## src/rtl/hazard_ctrl_pkg.sv

```systemverilog
// Shared types and widths for the pipeline hazard controller.
package hazard_ctrl_pkg;

  localparam int unsigned WIDTH_REGMARK  = 5;
  localparam int unsigned WIDTH_HZ_STATE = 2;
  localparam int unsigned WIDTH_HZ_CNT   = 3;

  typedef enum logic [WIDTH_HZ_STATE-1:0] {
    HZ_RUN      = 2'd0,
    HZ_MEM_WAIT = 2'd1,
    HZ_FLUSH    = 2'd2
  } hz_state_e;

  function automatic logic src_hit(input logic used,
                                   input logic [WIDTH_REGMARK-1:0] rs,
                                   input logic [WIDTH_REGMARK-1:0] rd);
    return used && (rs == rd);
  endfunction

endpackage

```

## src/rtl/hazard_ctrl_sat_counter.sv

```systemverilog
// Saturating up-counter used for the optional hazard performance counters.
module sat_counter #(
  parameter int unsigned WIDTH = 32
) (
  input  logic             clk,
  input  logic             rst_n,
  input  logic             inc,
  output logic [WIDTH-1:0] count
);

  always_ff @(posedge clk or negedge rst_n) begin
    if (!rst_n)
      count <= '0;
    else if (inc && (count != '1))
      count <= count + 1'b1;
  end

endmodule

```

## src/rtl/hazard_ctrl.sv

```systemverilog
// Load-use / taken-branch / DRAM-wait hazard controller for the five-stage core.
// Define HAZARD_PERF_CNT_EN to add the three saturating perf counters.
module hazard_ctrl
  import hazard_ctrl_pkg::*;
#(
  parameter int unsigned BRANCH_PENALTY = 1
) (
  input  logic                     clk,
  input  logic                     rst_n,
  input  logic [WIDTH_REGMARK-1:0] id_rs1,
  input  logic [WIDTH_REGMARK-1:0] id_rs2,
  input  logic                     id_rs1_used,
  input  logic                     id_rs2_used,
  input  logic [WIDTH_REGMARK-1:0] ex_regwr,
  input  logic                     ex_regwe,
  input  logic                     ex_is_load,
  input  logic                     ex_branch_taken,
  input  logic                     mem_busy,
  output logic                     stall_pc,
  output logic                     stall_if_id,
  output logic                     flush_if_id,
  output logic                     stop_id,
  output logic                     hold_id_ex,
  output logic                     hold_ex_mem,
`ifdef HAZARD_PERF_CNT_EN
  output logic [31:0]              perf_load_use,
  output logic [31:0]              perf_flush,
  output logic [31:0]              perf_mem_wait,
`endif
  output logic                     busy
);

  localparam logic [WIDTH_HZ_CNT-1:0] PEN_RELOAD = WIDTH_HZ_CNT'(BRANCH_PENALTY - 1);

  hz_state_e                state;
  logic [WIDTH_HZ_CNT-1:0]  cnt;
  logic                     pend;
  logic                     load_use;
  logic                     branch_now;
  logic                     resume_flush;

  assign load_use = ex_is_load && ex_regwe && (ex_regwr != '0) &&
                    (src_hit(id_rs1_used, id_rs1, ex_regwr) ||
                     src_hit(id_rs2_used, id_rs2, ex_regwr));
  assign branch_now = ex_branch_taken || pend;
  // A non-zero cnt parked in MEM_WAIT is a FLUSH interrupted by the freeze;
  // its next bubble is issued in the first unfrozen cycle, before leaving MEM_WAIT.
  assign resume_flush = (state == HZ_FLUSH) || ((state == HZ_MEM_WAIT) && (cnt != '0));

  always_comb begin
    stall_pc    = 1'b0;
    stall_if_id = 1'b0;
    flush_if_id = 1'b0;
    stop_id     = 1'b0;
    hold_id_ex  = 1'b0;
    hold_ex_mem = 1'b0;
    if (!rst_n) begin
      stall_pc = 1'b0;
    end else if (mem_busy) begin
      stall_pc    = 1'b1;
      stall_if_id = 1'b1;
      hold_id_ex  = 1'b1;
      hold_ex_mem = 1'b1;
    end else if (branch_now || resume_flush) begin
      flush_if_id = 1'b1;
      stop_id     = 1'b1;
    end else if (load_use) begin
      stall_pc    = 1'b1;
      stall_if_id = 1'b1;
      stop_id     = 1'b1;
    end
  end

  assign busy = rst_n && (state != HZ_RUN);

  always_ff @(posedge clk or negedge rst_n) begin
    if (!rst_n) begin
      state <= HZ_RUN;
      cnt   <= '0;
      pend  <= 1'b0;
    end else if (mem_busy) begin
      state <= HZ_MEM_WAIT;
      if (ex_branch_taken)
        pend <= 1'b1;
    end else if (branch_now) begin
      pend <= 1'b0;
      if (BRANCH_PENALTY > 1) begin
        state <= HZ_FLUSH;
        cnt   <= PEN_RELOAD;
      end else begin
        state <= HZ_RUN;
        cnt   <= '0;
      end
    end else if (resume_flush && (cnt > WIDTH_HZ_CNT'(1))) begin
      state <= HZ_FLUSH;
      cnt   <= cnt - WIDTH_HZ_CNT'(1);
    end else begin
      state <= HZ_RUN;
      cnt   <= '0;
    end
  end

`ifdef HAZARD_PERF_CNT_EN
  sat_counter #(.WIDTH(32)) u_perf_load_use (
    .clk   (clk),
    .rst_n (rst_n),
    .inc   (stall_pc && stop_id),
    .count (perf_load_use)
  );

  sat_counter #(.WIDTH(32)) u_perf_flush (
    .clk   (clk),
    .rst_n (rst_n),
    .inc   (flush_if_id),
    .count (perf_flush)
  );

  sat_counter #(.WIDTH(32)) u_perf_mem_wait (
    .clk   (clk),
    .rst_n (rst_n),
    .inc   (hold_ex_mem),
    .count (perf_mem_wait)
  );
`endif

endmodule

```

## config.mk

```make
export PLATFORM = sky130hd
export DESIGN_NAME = hazard_ctrl
export DESIGN_NICKNAME = d
export VERILOG_FILES = /design/src/rtl/hazard_ctrl_pkg.sv /design/src/rtl/hazard_ctrl_sat_counter.sv /design/src/rtl/hazard_ctrl.sv
export SDC_FILE = /design/constraint.sdc
export NUM_CORES = 1
export LEC_CHECK = 0
export ABC_AREA = 1
export CORE_UTILIZATION = 40
export DETAILED_ROUTE_END_ITERATION = 12
export GPL_TIMING_DRIVEN = 0
export PLACE_DENSITY = 0.8
export SETUP_SLACK_MARGIN = 0.3
export SLEW_MARGIN = 20
export SYNTH_ARGS = -nofsm -noshare
export SYNTH_HDL_FRONTEND = slang
export SYNTH_SLANG_ARGS = --single-unit
```

## constraint.sdc

```tcl
create_clock -name clk -period 2.2 [get_ports clk]
set_input_delay 0.44 -clock clk [delete_from_list [all_inputs] [get_ports clk]]
set_output_delay 0.44 -clock clk [all_outputs]
set_load 0.02 [all_outputs]
```

## Word level (Yosys, flattened, before mapping)

Cells that the tools add are included.

- Register bits: 6
- Output and inout bits: 7
- Word-level logic and storage cells: 47
- Bits of input ports: 23

- $add $sub $neg: 1
- Magnitude comparators: 1
- Reductions and logical operators: 17
- Mux-type cells: 20
- Equality and inequality tests: 5

Operators with widths:

| kind | number |
|---|---|
| two-way mux 1 bit | 15 |
| equality test 5 bit | 2 |
| logical AND 1 bit | 8 |
| two-way mux 2 bit | 3 |
| two-way mux 3 bit | 2 |
| nonzero test 5 bit | 1 |
| logical OR 1 bit | 4 |
| nonzero test 2 bit | 2 |
| greater-than comparator 3 x 1 -> 1 bit (second input constant) | 1 |
| nonzero test 3 bit | 1 |
| subtractor 3 x 1 -> 3 bit (second input constant) | 1 |
| equality test 2 x 1 -> 1 bit (second input constant) | 1 |
| equality test 2 bit (second input constant) | 1 |
| inequality test 2 bit (second input constant) | 1 |
| AND reduction 2 bit | 1 |

## Depth between registers and ports, before layout

Gate-level depths: netlist (run 1).

- Depth in word-level cells: 8
- Mapped depth: 9

## Least setup slack after synthesis (run 1)

No wires, ideal clock.

- Path type: flip-flop to output port
- Start: register cnt[0]
- End: output port stall_pc
- Arrival time: 1.364 ns
- Stages on the path, launching flop included: 10
- Slack: 0.396 ns
- Data required time: 1.760 ns
- Cells stage by stage: dfrtp_1 inv_1 ha_1 nand2_1 nand3_1 nand3_1 nor2_1 nand3_1 nand2_1 buf_4

- Cells in the longest elaborated chain, start to end: 7

Ends and longest elaborated chain:

| item | line | text |
|---|---|---|
| start, declared | hazard_ctrl.sv:36 | `logic [WIDTH_HZ_CNT-1:0] cnt;` |
| start signal, assigned | hazard_ctrl.sv:96 | `cnt <= cnt - WIDTH_HZ_CNT'(1);` |
| nonzero test 3 bit | hazard_ctrl.sv:48 | `assign resume_flush = (state == HZ_FLUSH) \|\| ((state == HZ_MEM_WAIT) && (cnt != '0));` |
| logical AND 1 bit | hazard_ctrl.sv:48 |  |
| logical OR 1 bit | hazard_ctrl.sv:48 |  |
| logical OR 1 bit | hazard_ctrl.sv:64 | `end else if (branch_now \|\| resume_flush) begin` |
| two-way mux 1 bit (3 in a row) | -- |  |
| end, declared | hazard_ctrl.sv:19 | `output logic stall_pc,` |

Every way passes these cells.

## Final worst setup path (run 1)

- Start: register cnt[1]
- End: output port stall_pc

- Cells in the longest elaborated chain, start to end: 7

Ends and longest elaborated chain:

| item | line | text |
|---|---|---|
| nonzero test 3 bit | hazard_ctrl.sv:48 |  |
| logical AND 1 bit | hazard_ctrl.sv:48 |  |
| logical OR 1 bit | hazard_ctrl.sv:48 |  |
| logical OR 1 bit | hazard_ctrl.sv:64 |  |
| two-way mux 1 bit | hazard_ctrl.sv:64 |  |
| two-way mux 1 bit | hazard_ctrl.sv:59 | `end else if (mem_busy) begin` |
| two-way mux 1 bit | hazard_ctrl.sv:57 | `if (!rst_n) begin` |

Every way passes these cells.

==> run summary, run 1 <==
Int Pwr: 0.2284 mW
Met3 usage: 0.04891
GR Util met2: 0.3828
Num rows: 13
Slew at the pin closest to its max-slew limit: 0.2156 ns
Number of remaining DRC errors: 0
Num CTS Buffers: 3
I/O Pins: 30
Antenna-violating nets left: 0
VDD IR-drop max: 0.2041 mV
GRT Overall Usage: 0.2050
Max cap viols: 0
Crit path DAT: 1.56 ns
Placed Area: 913.4 sq um
Final worst path period share: 0.9106
CP max stage delay: 0.38 ns
Final setup viols: 0
Combinational power share: 0.339
Switch Pwr: 0.09843 mW
Setup CP Type: flip-flop to output pin
Final Skew: 0.001060 ns
DIE HEIGHT: 40.87 microns
CORE AREA: 1350 sq um
PortBufs: 29
Worst setup EP type: output pin
Mean Syn Cell Area: 5.867 sq um
WP buf/inv: 3
Net Sw Frac: 0.3012
Initial core utilization: 0.4476
Drt pass-1 iters: 4
First-pass GRT wire length: 2256 microns
Fin. max-slew vios: 0
Initial antenna violation count: 0
Sequential fraction of the synthesis area: 0.2484
ANT cells: 0
Worst Path Max Fanout: 2
Largest net degree at the start of global routing: 9
CTS H-Tree Depth: 1
Post-synth top cells: nand2_1 (37), inv_1 (18), nor2_1 (9)
Final GP Congestion: 0.8287
Minimum clock period: 2.003 ns
Met1 Track Usage GR: 0.2336
Die width: 40.87 microns
Routed Wire Length: 1679 microns
Ratio of cells with drive above 1 in the final layout: 0.3099
Distinct cells, synth: 18
Global routing's busiest layer: met2
Area leader, netlist: dfrtp_1
Slew headroom: 0.8560
Fin. Hold Viols: 0
Fmax achieved: 499.2 MHz
RSZ-0062 raised after global routing: yes
Fin nets: 170
Worst EP required: 1.76 ns
Yosys warning count: 0
Mapped Cells: 103
Cell area after layout: 1005 sq um
Async S/R FF share, synth: 1.000
CTS Sinks: 6
CTS root buf: clkbuf_4
Synth Net Count: 129
Mapped cell area: 604.3 sq um
Clk pwr share: 0.311
Maximum clock path buffer count: 2
Leakage: 0.6022 nW
Power, Total: 0.3268 mW
Outcome: completed
#FFs+latches synth: 6
Worst Hold Class: primary input to asynchronous set/reset pin
Vias per inst: 4.643
Detailed-route via count: 729
Clock latency on the worst-skew pair: 0.24 ns
Final HPWL DP: 1245 microns
Sequential power share: 0.350
Worst-path clk slew: 0.05 ns
Synth top area cells: dfrtp_1 (25%), nand2_1 (23%), inv_1 (11%)
Most used cell, CP: nand3_2
Starting DRC count in detailed routing: 10
Crit path max-delay cell type: dfrtp_1
Top-count cell post-synth: nand2_1
Vias in the first global route: 596
EDFF count, synth: 0
Area fraction of the dominant cell type after synthesis: 0.2484
Crit-path leading delay family: simple AND/OR/NAND/NOR gates
Most used DFF post-synth: dfrtp_1
DIE AREA: 1670 sq um
R2r setup slk: 0.70 ns
CTS tree: yes
# fillers: 129
Gr ovfl total: 0
PwrDens: 325.3 nW/um^2
Worst setup SP type: flip-flop
Critical-path cell list: inv_2 > ha_4 > nand2_2 > nand3_2 > nand3_2 > nor2_2 > nand3_2 > nand2_2 > buf_6 > buf_6
DR WL/cell: 10.69 microns
P&R area growth vs syn: 66.25%
[area by class of cell]
| type | count | area [sq um] | share of cell area |
|---|---|---|---|
| plain buffers | 2 | 18.77 | 0.01868 |
| repair buffers | 36 | 317.8 | 0.3163 |
| multi-input cells | 71 | 386.6 | 0.3848 |
| well taps | 15 | 18.77 | 0.01868 |
| flip-flops and latches | 6 | 150.1 | 0.1494 |
| clock buffers | 3 | 22.52 | 0.02242 |
| inverters | 24 | 90.09 | 0.08966 |
[flip-flops by register name (all words and copies together), names as in the netlist]
name / flops
state: 2
pend: 1
cnt: 3
[worst paths after layout]
kind                                         start            endpoint  cells past startpoint
worst max register to register  cnt[0]$_DFFE_PN0N_  cnt[0]$_DFFE_PN0N_                      8
worst min-delay path                         rst_n  state[1]$_DFF_PN0_                      1
worst min register to register  cnt[2]$_DFFE_PN0N_  cnt[2]$_DFFE_PN0N_                      2
max in group asynchronous                    rst_n  cnt[2]$_DFFE_PN0N_                      1
worst max-delay path            cnt[1]$_DFFE_PN0N_            stall_pc                     10
min in group clk                          mem_busy  state[0]$_DFF_PN0_                      1
[layout by cell type (no fill, tap or decap)]
| cell type | instances |
|---|---|
| xnor2_1 | 1 |
| ha_4 | 1 |
| dfrtp_1 | 6 |
| nand2_1 | 34 |
| nand3_1 | 4 |
| o22ai_1 | 2 |
| clkbuf_4 | 3 |
| and2_4 | 1 |
| inv_1 | 15 |
| o21ai_2 | 1 |
| buf_2 | 2 |
| buf_6 | 3 |
| clkdlybuf4s50_1 | 4 |
| inv_2 | 9 |
| nor2_1 | 8 |
| a21oi_2 | 1 |
| nand3_2 | 3 |
| a21oi_1 | 1 |
| dlymetal6s2s_1 | 1 |
| buf_4 | 8 |
| ha_1 | 2 |
| clkdlybuf4s15_2 | 2 |
| dlygate4sd2_1 | 18 |
| nor2_2 | 5 |
| o21bai_1 | 1 |
| nand2_2 | 5 |
| nand4_1 | 1 |
[logic make-up (layout without fill, tap and decap cells)]
| kind of cell | after synthesis | count (layout) | synth area share |
|---|---|---|---|
| and+or+nand+nor | 61 | 61 | 0.4306 |
| adders and majority gates | 3 | 3 | 0.06212 |
| xor gates and xnor gates | 1 | 1 | 0.01450 |
| DFF | 6 | 6 | 0.2484 |
| AOI/OAI and AO/OA | 6 | 6 | 0.07039 |
| buffers and inverters | 26 | 65 | 0.1739 |
[through the flow]
stage               hold slack (ns)  setup slack (ns)  cells    util  TNS, ns
floorplan                    0.1444            0.3960    103       -        0
global placement             0.4869           -0.4404    147  0.6766   -2.107
detailed placement           0.5554           -0.4952    147  0.6766   -2.387
global route                 0.1266           0.07631    157  0.7442        0
finish                       0.1267            0.1967    157  0.7442        0
CTS                          0.1235            0.1813    155  0.7016        0
[layer usage]
| layer | wire length [microns] | vias up | share of wire |
|---|---|---|---|
| met1 | 697 | 321 | 0.42 |
| met4 | 7 | 0 | 0.0042 |
| met3 | 69 | 2 | 0.041 |
| met5 | 0 | - | 0 |
| met2 | 904 | 20 | 0.54 |
| li1 | - | 386 | - |
[power by group through the flow]
stage,registers (mW),clock network [mW],logic (mW)
2_1_floorplan,0.115,0,0.0503
4_1_cts,0.114,0.106,0.108
3_5_place_dp,0.116,0,0.117
3_3_place_gp,0.115,0,0.115
6_report,0.115,0.102,0.111
5_1_grt,0.114,0.111,0.123
[repair_timing]
| action | CTS | global route |
|---|---|---|
| hold buffers | 0 | 0 |
| resized for setup | 47 | 11 |
| setup endpoints to repair | 7 | 4 |
| setup buffers | 5 | 2 |
| pin swaps | 13 | 9 |
| cloned | 0 | 0 |
(Power assumes the default switching activity.)
==> run 2: changes to the inputs <==
--- a/config.mk
+++ b/config.mk
@@ -7,6 +7,7 @@
 export LEC_CHECK = 0
 export ABC_AREA = 1
 export CORE_UTILIZATION = 40
+export CTS_CLUSTER_DIAMETER = 60
 export DETAILED_ROUTE_END_ITERATION = 12
 export GPL_TIMING_DRIVEN = 0
 export PLACE_DENSITY = 0.8
==> results of run 2 <==
The final DEF is identical to that of run 1; final timing and power are the same.
